[config.mk]
export PLATFORM = sky130hd
export DESIGN_NAME = aligned_pp_accumulator
export DESIGN_NICKNAME = d
export VERILOG_FILES = /design/src/rtl/sd4_mac_pkg.sv /design/src/rtl/acc_sat_clamp.sv /design/src/rtl/aligned_pp_accumulator.sv
export SDC_FILE = /design/constraint.sdc
export NUM_CORES = 1
export LEC_CHECK = 0
export CORE_MARGIN = 2
export CORE_UTILIZATION = 50
export CTS_CLUSTER_SIZE = 8
export DETAILED_ROUTE_END_ITERATION = 10
export GPL_TIMING_DRIVEN = 1
export PLACE_DENSITY = 0.87
export SLEW_MARGIN = 15
export SYNTH_ARGS = -nofsm -noshare
export SYNTH_HDL_FRONTEND = slang
export SYNTH_SLANG_ARGS = --single-unit
[constraint.sdc]
create_clock -name clk -period 2.7 [get_ports clk]
set_input_delay 0.27 -clock clk [delete_from_list [all_inputs] [get_ports clk]]
set_output_delay 0.27 -clock clk [all_outputs]
set_load 0.02 [all_outputs]
[src/rtl/sd4_mac_pkg.sv]
// Shared SD4 MAC datapath definitions: default widths, accumulator FSM states and
// partial-product sign extension.
package sd4_mac_pkg;

    localparam int unsigned DEF_PP_W  = 16;
    localparam int unsigned DEF_EXP_W = 5;
    localparam int unsigned DEF_ACC_W = 20;

    typedef enum logic [1:0] {
        IDLE,
        ACC,
        HOLD
    } acc_state_t;

    function automatic logic signed [DEF_ACC_W-1:0] sext_pp(
        input logic signed [DEF_PP_W-1:0] pp
    );
        return {{(DEF_ACC_W-DEF_PP_W){pp[DEF_PP_W-1]}}, pp};
    endfunction

endpackage

[src/rtl/acc_sat_clamp.sv]
// Combinational signed clamp from IN_W down to the OUT_W range, with a flag raised
// whenever the input lies outside that range.
module acc_sat_clamp #(
    parameter int unsigned IN_W  = 20,
    parameter int unsigned OUT_W = 16
) (
    input  logic signed [IN_W-1:0]  in_val,
    output logic signed [OUT_W-1:0] out_val,
    output logic                    sat
);

    // Value fits when every bit from the OUT_W sign bit upward agrees.
    logic [IN_W-OUT_W:0] top_bits;

    always_comb begin
        top_bits = in_val[IN_W-1:OUT_W-1];
        sat      = (|top_bits) && !(&top_bits);
        if (!sat) begin
            out_val = in_val[OUT_W-1:0];
        end else if (in_val[IN_W-1]) begin
            out_val = {1'b1, {(OUT_W-1){1'b0}}};
        end else begin
            out_val = {1'b0, {(OUT_W-1){1'b1}}};
        end
    end

endmodule

[src/rtl/aligned_pp_accumulator.sv]
// Sums groups of aligned signed partial products and hands one registered result per
// group downstream. Define ACC_SAT_EN to clamp each group sum to the signed OUT_W range.
module aligned_pp_accumulator
    import sd4_mac_pkg::*;
#(
    parameter int unsigned PP_W      = DEF_PP_W,
    parameter int unsigned EXP_W     = DEF_EXP_W,
    parameter int unsigned ACC_W     = DEF_ACC_W,
    parameter int unsigned MAX_TERMS = 16,
    parameter int unsigned CNT_W     = 5,
    parameter int unsigned OUT_W     = 16
) (
    input  logic                    clk,
    input  logic                    rst,
    input  logic                    in_valid,
    output logic                    in_ready,
    input  logic signed [PP_W-1:0]  in_pp,
    input  logic [EXP_W-1:0]        in_exp_max,
    input  logic                    in_last,
    output logic                    out_valid,
    input  logic                    out_ready,
    output logic signed [ACC_W-1:0] out_sum,
    output logic [EXP_W-1:0]        out_exp,
    output logic [CNT_W-1:0]        out_count,
    output logic                    out_err,
    output logic                    out_sat
);

    if ((ACC_W < PP_W + $clog2(MAX_TERMS)) || (OUT_W > ACC_W) ||
        ((2 ** CNT_W) <= MAX_TERMS)) begin : g_param_check
        $error("aligned_pp_accumulator: inconsistent width parameters");
    end

    acc_state_t              state_q, state_d;
    logic signed [ACC_W-1:0] acc_q, acc_d, acc_nxt;
    logic [EXP_W-1:0]        exp_q, exp_d;
    logic [CNT_W-1:0]        cnt_q, cnt_d;
    logic                    err_q, err_d;
    logic                    rdy_q;
    logic                    beat;
    logic                    enter_hold;

    assign beat       = in_valid && rdy_q;
    assign enter_hold = (state_q != HOLD) && (state_d == HOLD);

    always_comb begin
        state_d = state_q;
        acc_nxt = acc_q;
        exp_d   = exp_q;
        cnt_d   = cnt_q;
        err_d   = err_q;
        unique case (state_q)
            IDLE: begin
                if (beat) begin
                    acc_nxt = sext_pp(in_pp);
                    exp_d   = in_exp_max;
                    cnt_d   = CNT_W'(1);
                    err_d   = 1'b0;
                    state_d = in_last ? HOLD : ACC;
                end
            end
            ACC: begin
                if (beat) begin
                    acc_nxt = acc_q + sext_pp(in_pp);
                    cnt_d   = cnt_q + 1'b1;
                    if (in_exp_max != exp_q) begin
                        err_d = 1'b1;
                    end
                    if (in_last || (cnt_d == CNT_W'(MAX_TERMS))) begin
                        state_d = HOLD;
                        // Closing on the term limit without in_last is a forced close.
                        if (!in_last) begin
                            err_d = 1'b1;
                        end
                    end
                end
            end
            HOLD: begin
                if (out_ready) begin
                    state_d = IDLE;
                end
            end
            default: state_d = IDLE;
        endcase
    end

`ifdef ACC_SAT_EN
    logic signed [OUT_W-1:0] clamp_val;
    logic                    clamp_hit;
    logic                    sat_q, sat_d;

    acc_sat_clamp #(
        .IN_W  (ACC_W),
        .OUT_W (OUT_W)
    ) u_clamp (
        .in_val  (acc_nxt),
        .out_val (clamp_val),
        .sat     (clamp_hit)
    );

    assign acc_d = enter_hold ? {{(ACC_W-OUT_W){clamp_val[OUT_W-1]}}, clamp_val} : acc_nxt;
    assign sat_d = enter_hold ? clamp_hit : sat_q;

    always_ff @(posedge clk or posedge rst) begin
        if (rst) begin
            sat_q <= 1'b0;
        end else begin
            sat_q <= sat_d;
        end
    end

    assign out_sat = sat_q;
`else
    assign acc_d   = acc_nxt;
    assign out_sat = 1'b0;
`endif

    always_ff @(posedge clk or posedge rst) begin
        if (rst) begin
            state_q <= IDLE;
            acc_q   <= '0;
            exp_q   <= '0;
            cnt_q   <= '0;
            err_q   <= 1'b0;
            rdy_q   <= 1'b0;
        end else begin
            state_q <= state_d;
            acc_q   <= acc_d;
            exp_q   <= exp_d;
            cnt_q   <= cnt_d;
            err_q   <= err_d;
            // Registered so in_ready stays low during reset and rises one cycle after.
            rdy_q   <= (state_d != HOLD);
        end
    end

    assign in_ready  = rdy_q;
    assign out_valid = (state_q == HOLD);
    assign out_sum   = acc_q;
    assign out_exp   = exp_q;
    assign out_count = cnt_q;
    assign out_err   = err_q;

endmodule

=== Yosys cells after proc, flatten, opt, wreduce, memory -nomap -nowiden ===
Cells that the tools add are included.

* Input bits: 26
* Word-level logic and storage cells: 39
* Register bits: 34
* Output and inout bits: 34

* Reductions and logical operators: 6
* Equal/unequal tests: 7
* Mux-type cells: 18
* $add $sub $neg: 2

{| class="wikitable"
|+ Operators with widths
! cell !! count
|-
| 20-bit 2-to-1 mux || 2
|-
| 20-bit one-hot mux with 2 select lines || 1
|-
| 20-bit by 16-bit adder with 20-bit output || 1
|-
| 2-bit 2-to-1 mux || 5
|-
| 5-bit 2-to-1 mux || 2
|-
| 5-bit one-hot mux with 2 select lines || 1
|-
| 2-bit inequality test (second input constant) || 3
|-
| 2-bit one-hot mux with 3 select lines || 1
|-
| 5-bit by 1-bit adder with 5-bit output (second input constant) || 1
|-
| 5-bit equality test (second input constant) || 1
|-
| 1-bit 2-to-1 mux || 5
|-
| 5-bit inequality test || 1
|-
| 3-bit AND reduction || 1
|-
| 2-bit by 1-bit equality test with 1-bit output (second input constant) || 1
|-
| 2-bit equality test (second input constant) || 1
|-
| 2-bit zero test || 1
|-
| 1-bit one-hot mux with 2 select lines || 1
|-
| 2-bit AND reduction || 1
|-
| 2-bit nonzero test || 1
|-
| 1-bit logical AND || 1
|-
| 1-bit logical OR || 1
|}

=== Logic depth before layout (Yosys ltp) ===
* Depth in word-level cells: 7
* Depth in mapped cells: 9
* Gate-level depth less buffers: 9

=== Least setup slack after synthesis ===
No wires, ideal clock.

* Path type: register to register
* Start: register acc_q[0], in the netlist out_sum[0]
* End: register acc_q[16], in the netlist out_sum[16]
* Buffers on the path: 0
* Cell stages (with the launch flop): 10
* Library setup time: 143 ps
* Period minus slack after synthesis: 2539 ps
* Required time: 2557 ps
* Arrival time: 2396 ps
* Setup slack: 161 ps
* Cells stage by stage: dfrtp_1 -> ha_1 -> fa_1 -> a21o_1 -> a221oi_1 -> o31ai_1 -> a31oi_1 -> o21ai_0 -> xnor2_1 -> a21oi_1

* Longest elaborated chain between the ends: 3

{| class="wikitable"
|+ RTL lines
! item !! line !! RTL
|-
| from (decl) || aligned_pp_accumulator.sv:35 || <nowiki>logic signed [ACC_W-1:0] acc_q, acc_d, acc_nxt;</nowiki>
|-
| from (signal assigned) || aligned_pp_accumulator.sv:121 || <nowiki>acc_q <= '0;</nowiki>
|-
| from (signal assigned) || aligned_pp_accumulator.sv:128 || <nowiki>acc_q <= acc_d;</nowiki>
|-
| 20-bit by 16-bit adder with 20-bit output || aligned_pp_accumulator.sv:64 || <nowiki>acc_nxt = acc_q + sext_pp(in_pp);</nowiki>
|-
| 20-bit 2-to-1 mux || aligned_pp_accumulator.sv:63 || <nowiki>if (beat) begin</nowiki>
|-
| 20-bit one-hot mux with 2 select lines || aligned_pp_accumulator.sv:52 || <nowiki>unique case (state_q)</nowiki>
|}

Every way passes these cells. The select of a mux whose other input is x is not followed.
A chain may end at the register's enable or synchronous reset.

=== Final worst setup path ===
* Start: input port in_pp[2]
* End: register acc_q[19], in the netlist out_sum[19]

* Longest elaborated chain between the ends: 3

{| class="wikitable"
|+ RTL lines
! item !! line !! RTL
|-
| from (decl) || aligned_pp_accumulator.sv:17 || <nowiki>input logic signed [PP_W-1:0] in_pp,</nowiki>
|-
| 20-bit by 16-bit adder with 20-bit output || aligned_pp_accumulator.sv:64 ||
|-
| 20-bit 2-to-1 mux || aligned_pp_accumulator.sv:63 ||
|-
| 20-bit one-hot mux with 2 select lines || aligned_pp_accumulator.sv:52 ||
|}

Every way passes these cells. The select of a mux whose other input is x is not followed.

==> flow_summary.json <==
{
  "status": "completed",
  "chipWidth_um": 74.9,
  "yosysMostFrequentCell": "a21oi_1",
  "diodes": 0,
  "dp_hpwl_um": 5160,
  "synth_top_area_share": 0.338,
  "fin_crit_ns": 2.53,
  "netlist_instances": 298,
  "dr_total_vias": 2595,
  "grt.overflow.total": 0,
  "end_kind": "flip-flop",
  "max_stage_delay_ns": 0.44,
  "grt_max_degree": 35,
  "fin_crit_sh": 0.938,
  "dp_cells": 437,
  "gp_congestion": 0.946,
  "fin_cells": 445,
  "grt.total_usage": 0.268,
  "remaining_drc_errors": 0,
  "cts.sinks": 34,
  "critical_path.max_fanout": 4,
  "clock_path_buffers": 2,
  "crit_arrival_ns": 2.75,
  "clock_skew_ns": 0.00627,
  "crit_buf_inv": 1,
  "yosysUniqueCellTypes": 45,
  "drt_iter0_drc": 232,
  "ir_drop_uv": 634,
  "critPathLaunchType": "input port",
  "pre_cts_ws_ns": -0.192,
  "netlist_area_um2": 2520,
  "grt_pass1_vias": 2553,
  "rows": 25,
  "path_delay_family": "compound AO/OA/AOI/OAI gates",
  "worst_slack_ns": 0.168,
  "yosysWarnings": 0,
  "p_per_area_nw_per_um2": 1180,
  "yosys-top-cells-area": "dfrtp_1 34%, ha_1 9.9%, a21oi_1 7.6%",
  "area_growth_pct": 37.1,
  "grt_pass1_wl_um": 11500,
  "ant_nets": 0,
  "fmax_mhz": 395,
  "timing_worst_setup_path_type": "in -> reg",
  "io_pins": 60,
  "cts_hold_buf": 0,
  "seqCellArea_um2": 851,
  "dr.pass1.iters": 4,
  "drt-total-wl_um": 7110,
  "setup_viol": 0,
  "die_h_um": 74.9,
  "hold_slack_ns": 0.373,
  "synth-async-reset-ratio": 1.00,
  "htree_levels": 2,
  "ys_seq_elements": 34,
  "fillers": 383,
  "p_total_mw": 4.06,
  "hold_class": "in -> async",
  "cts.clk_slew.worst_paths_ns": 0.07,
  "cp.required_ns": 2.91,
  "syn_nets": 345,
  "synthTopCellsByCount": "38 x a21oi_1, 36 x nand2_1, 34 x dfrtp_1, 34 x o21ai_0, 20 x ha_1",
  "leakage_nw": 1.49,
  "path_cells": "clkdlybuf4s50_1 > ha_1 > a21oi_1 > a211o_1 > a211o_1 > a2111oi_4 > nor3_2 > mux2_4 > nor3_2",
  "cts_made_buffers": 5,
  "drive_above_1_share": 0.122,
  "via_per_inst": 5.83,
  "post_cts_buffers": 0,
  "yosys.area.top_type": "dfrtp_1",
  "rsz0062_at_grt": "false",
  "insertion_delay_ns": 0.29,
  "hold_viol": 0,
  "floorplan.initialDensity": 0.526,
  "finish.utilization": 0.721,
  "drv_slew": 0,
  "root_buffer": "clkbuf_8",
  "cpMaxStageDelayCell": "clkdlybuf4s50_1",
  "maxCapViolCount": 0,
  "synth_edf_count": 0,
  "core_area_um2": 4790,
  "wl_per_cell_um": 16.0,
  "synth.yosys.seq_area_share": 0.338,
  "nets": 424,
  "syn_area_per_cell_um2": 8.44,
  "ys.flop_type": "dfrtp_1",
  "multi_input_comb_area_um2": 1590,
  "grt_antenna_before_repair": 0,
  "tritoncts": "built",
  "port_buffers": 58,
  "dieArea_um2": 5620
}
[cells in the final DEF, fill, tap and decap left out, drive strengths merged, types with 3 or more instances in the layout]
cell type / n
buf: 25
mux2: 6
clkdlybuf4s50: 58
ha: 20
nand4: 3
a21o: 3
nand2: 36
clkbuf: 8
o22ai: 4
nand3: 7
xnor2: 11
nor2: 19
a31oi: 7
inv: 12
xor2: 10
o21ai: 34
nor3: 6
o21a: 3
nand2b: 3
a21oi: 38
dfrtp: 34
mux2i: 4
[layout make-up]
cell class | instances | area share
repair buffers | 83 | 0.223
inverters | 12 | 0.0131
clock buffers | 8 | 0.0319
multi-input cells | 241 | 0.462
flip-flops and latches | 34 | 0.247
well taps | 67 | 0.0243
[where the power goes]
| group | switching, mW | internal (mW) |
|---|---|---|
| sequential | 0.225 | 0.724 |
| clock | 0.197 | 0.258 |
| combinational | 1.41 | 1.25 |
[kinds of logic after synthesis]
kind of cell	after synthesis	share of synthesized area
other	1	0.00149
and+or+nand+nor	83	0.150
xor gates and xnor gates	21	0.0731
adders and majority gates	21	0.107
DFF	34	0.338
AOI/OAI and AO/OA	105	0.250
buffers and inverters	23	0.0358
muxes	10	0.0443
[per-stage QoR]
stage | instance area, µm² | setup TNS, ns
after detailed placement | 3320 | -0.606
final | 3450 | 0
after global placement | 3320 | -0.344
after floorplan | 2520 | 0
after CTS | 3430 | 0
after global routing | 3450 | 0
[routing by layer]
metal / up-vias / GRT usage / share of wire
met5: - / 0 / 0
met1: 1221 / 0.329 / 0.42
met3: 20 / 0.0562 / 0.070
li1: 1236 / - / -
met4: 0 / 0.113 / 0.025
met2: 118 / 0.457 / 0.49
[what timing repair did]
item,CTS,global route
setup endpoints to repair,0,3
hold endpoints to repair,0,0
resized for setup,0,3
[worst min-delay path: stages]
cell and delay, ns:
clkdlybuf4s50_1 0.40, inv_1 0.05, buf_4 0.38
[registers in the layout (all words and copies together) (netlist names)]
signal and cells:
state_q 2, out_count 5, in_ready 1, out_exp 5, out_err 1, out_sum 20
[final timing paths]
check,from,end,slack [ns],cells past startpoint
setup / recovery,in_pp[2],out_sum[19],0.17,9
hold / removal,rst,out_exp[3],0.37,3
setup reg to reg,out_sum[2],out_sum[19],0.17,8
hold reg to reg,out_sum[3],out_sum[3],0.52,2
max in group asynchronous,rst,out_sum[2],2.00,3
min in group clk,out_sum[3],out_sum[3],0.52,2
No activity file was read; power rests on OpenSTA's default activity.
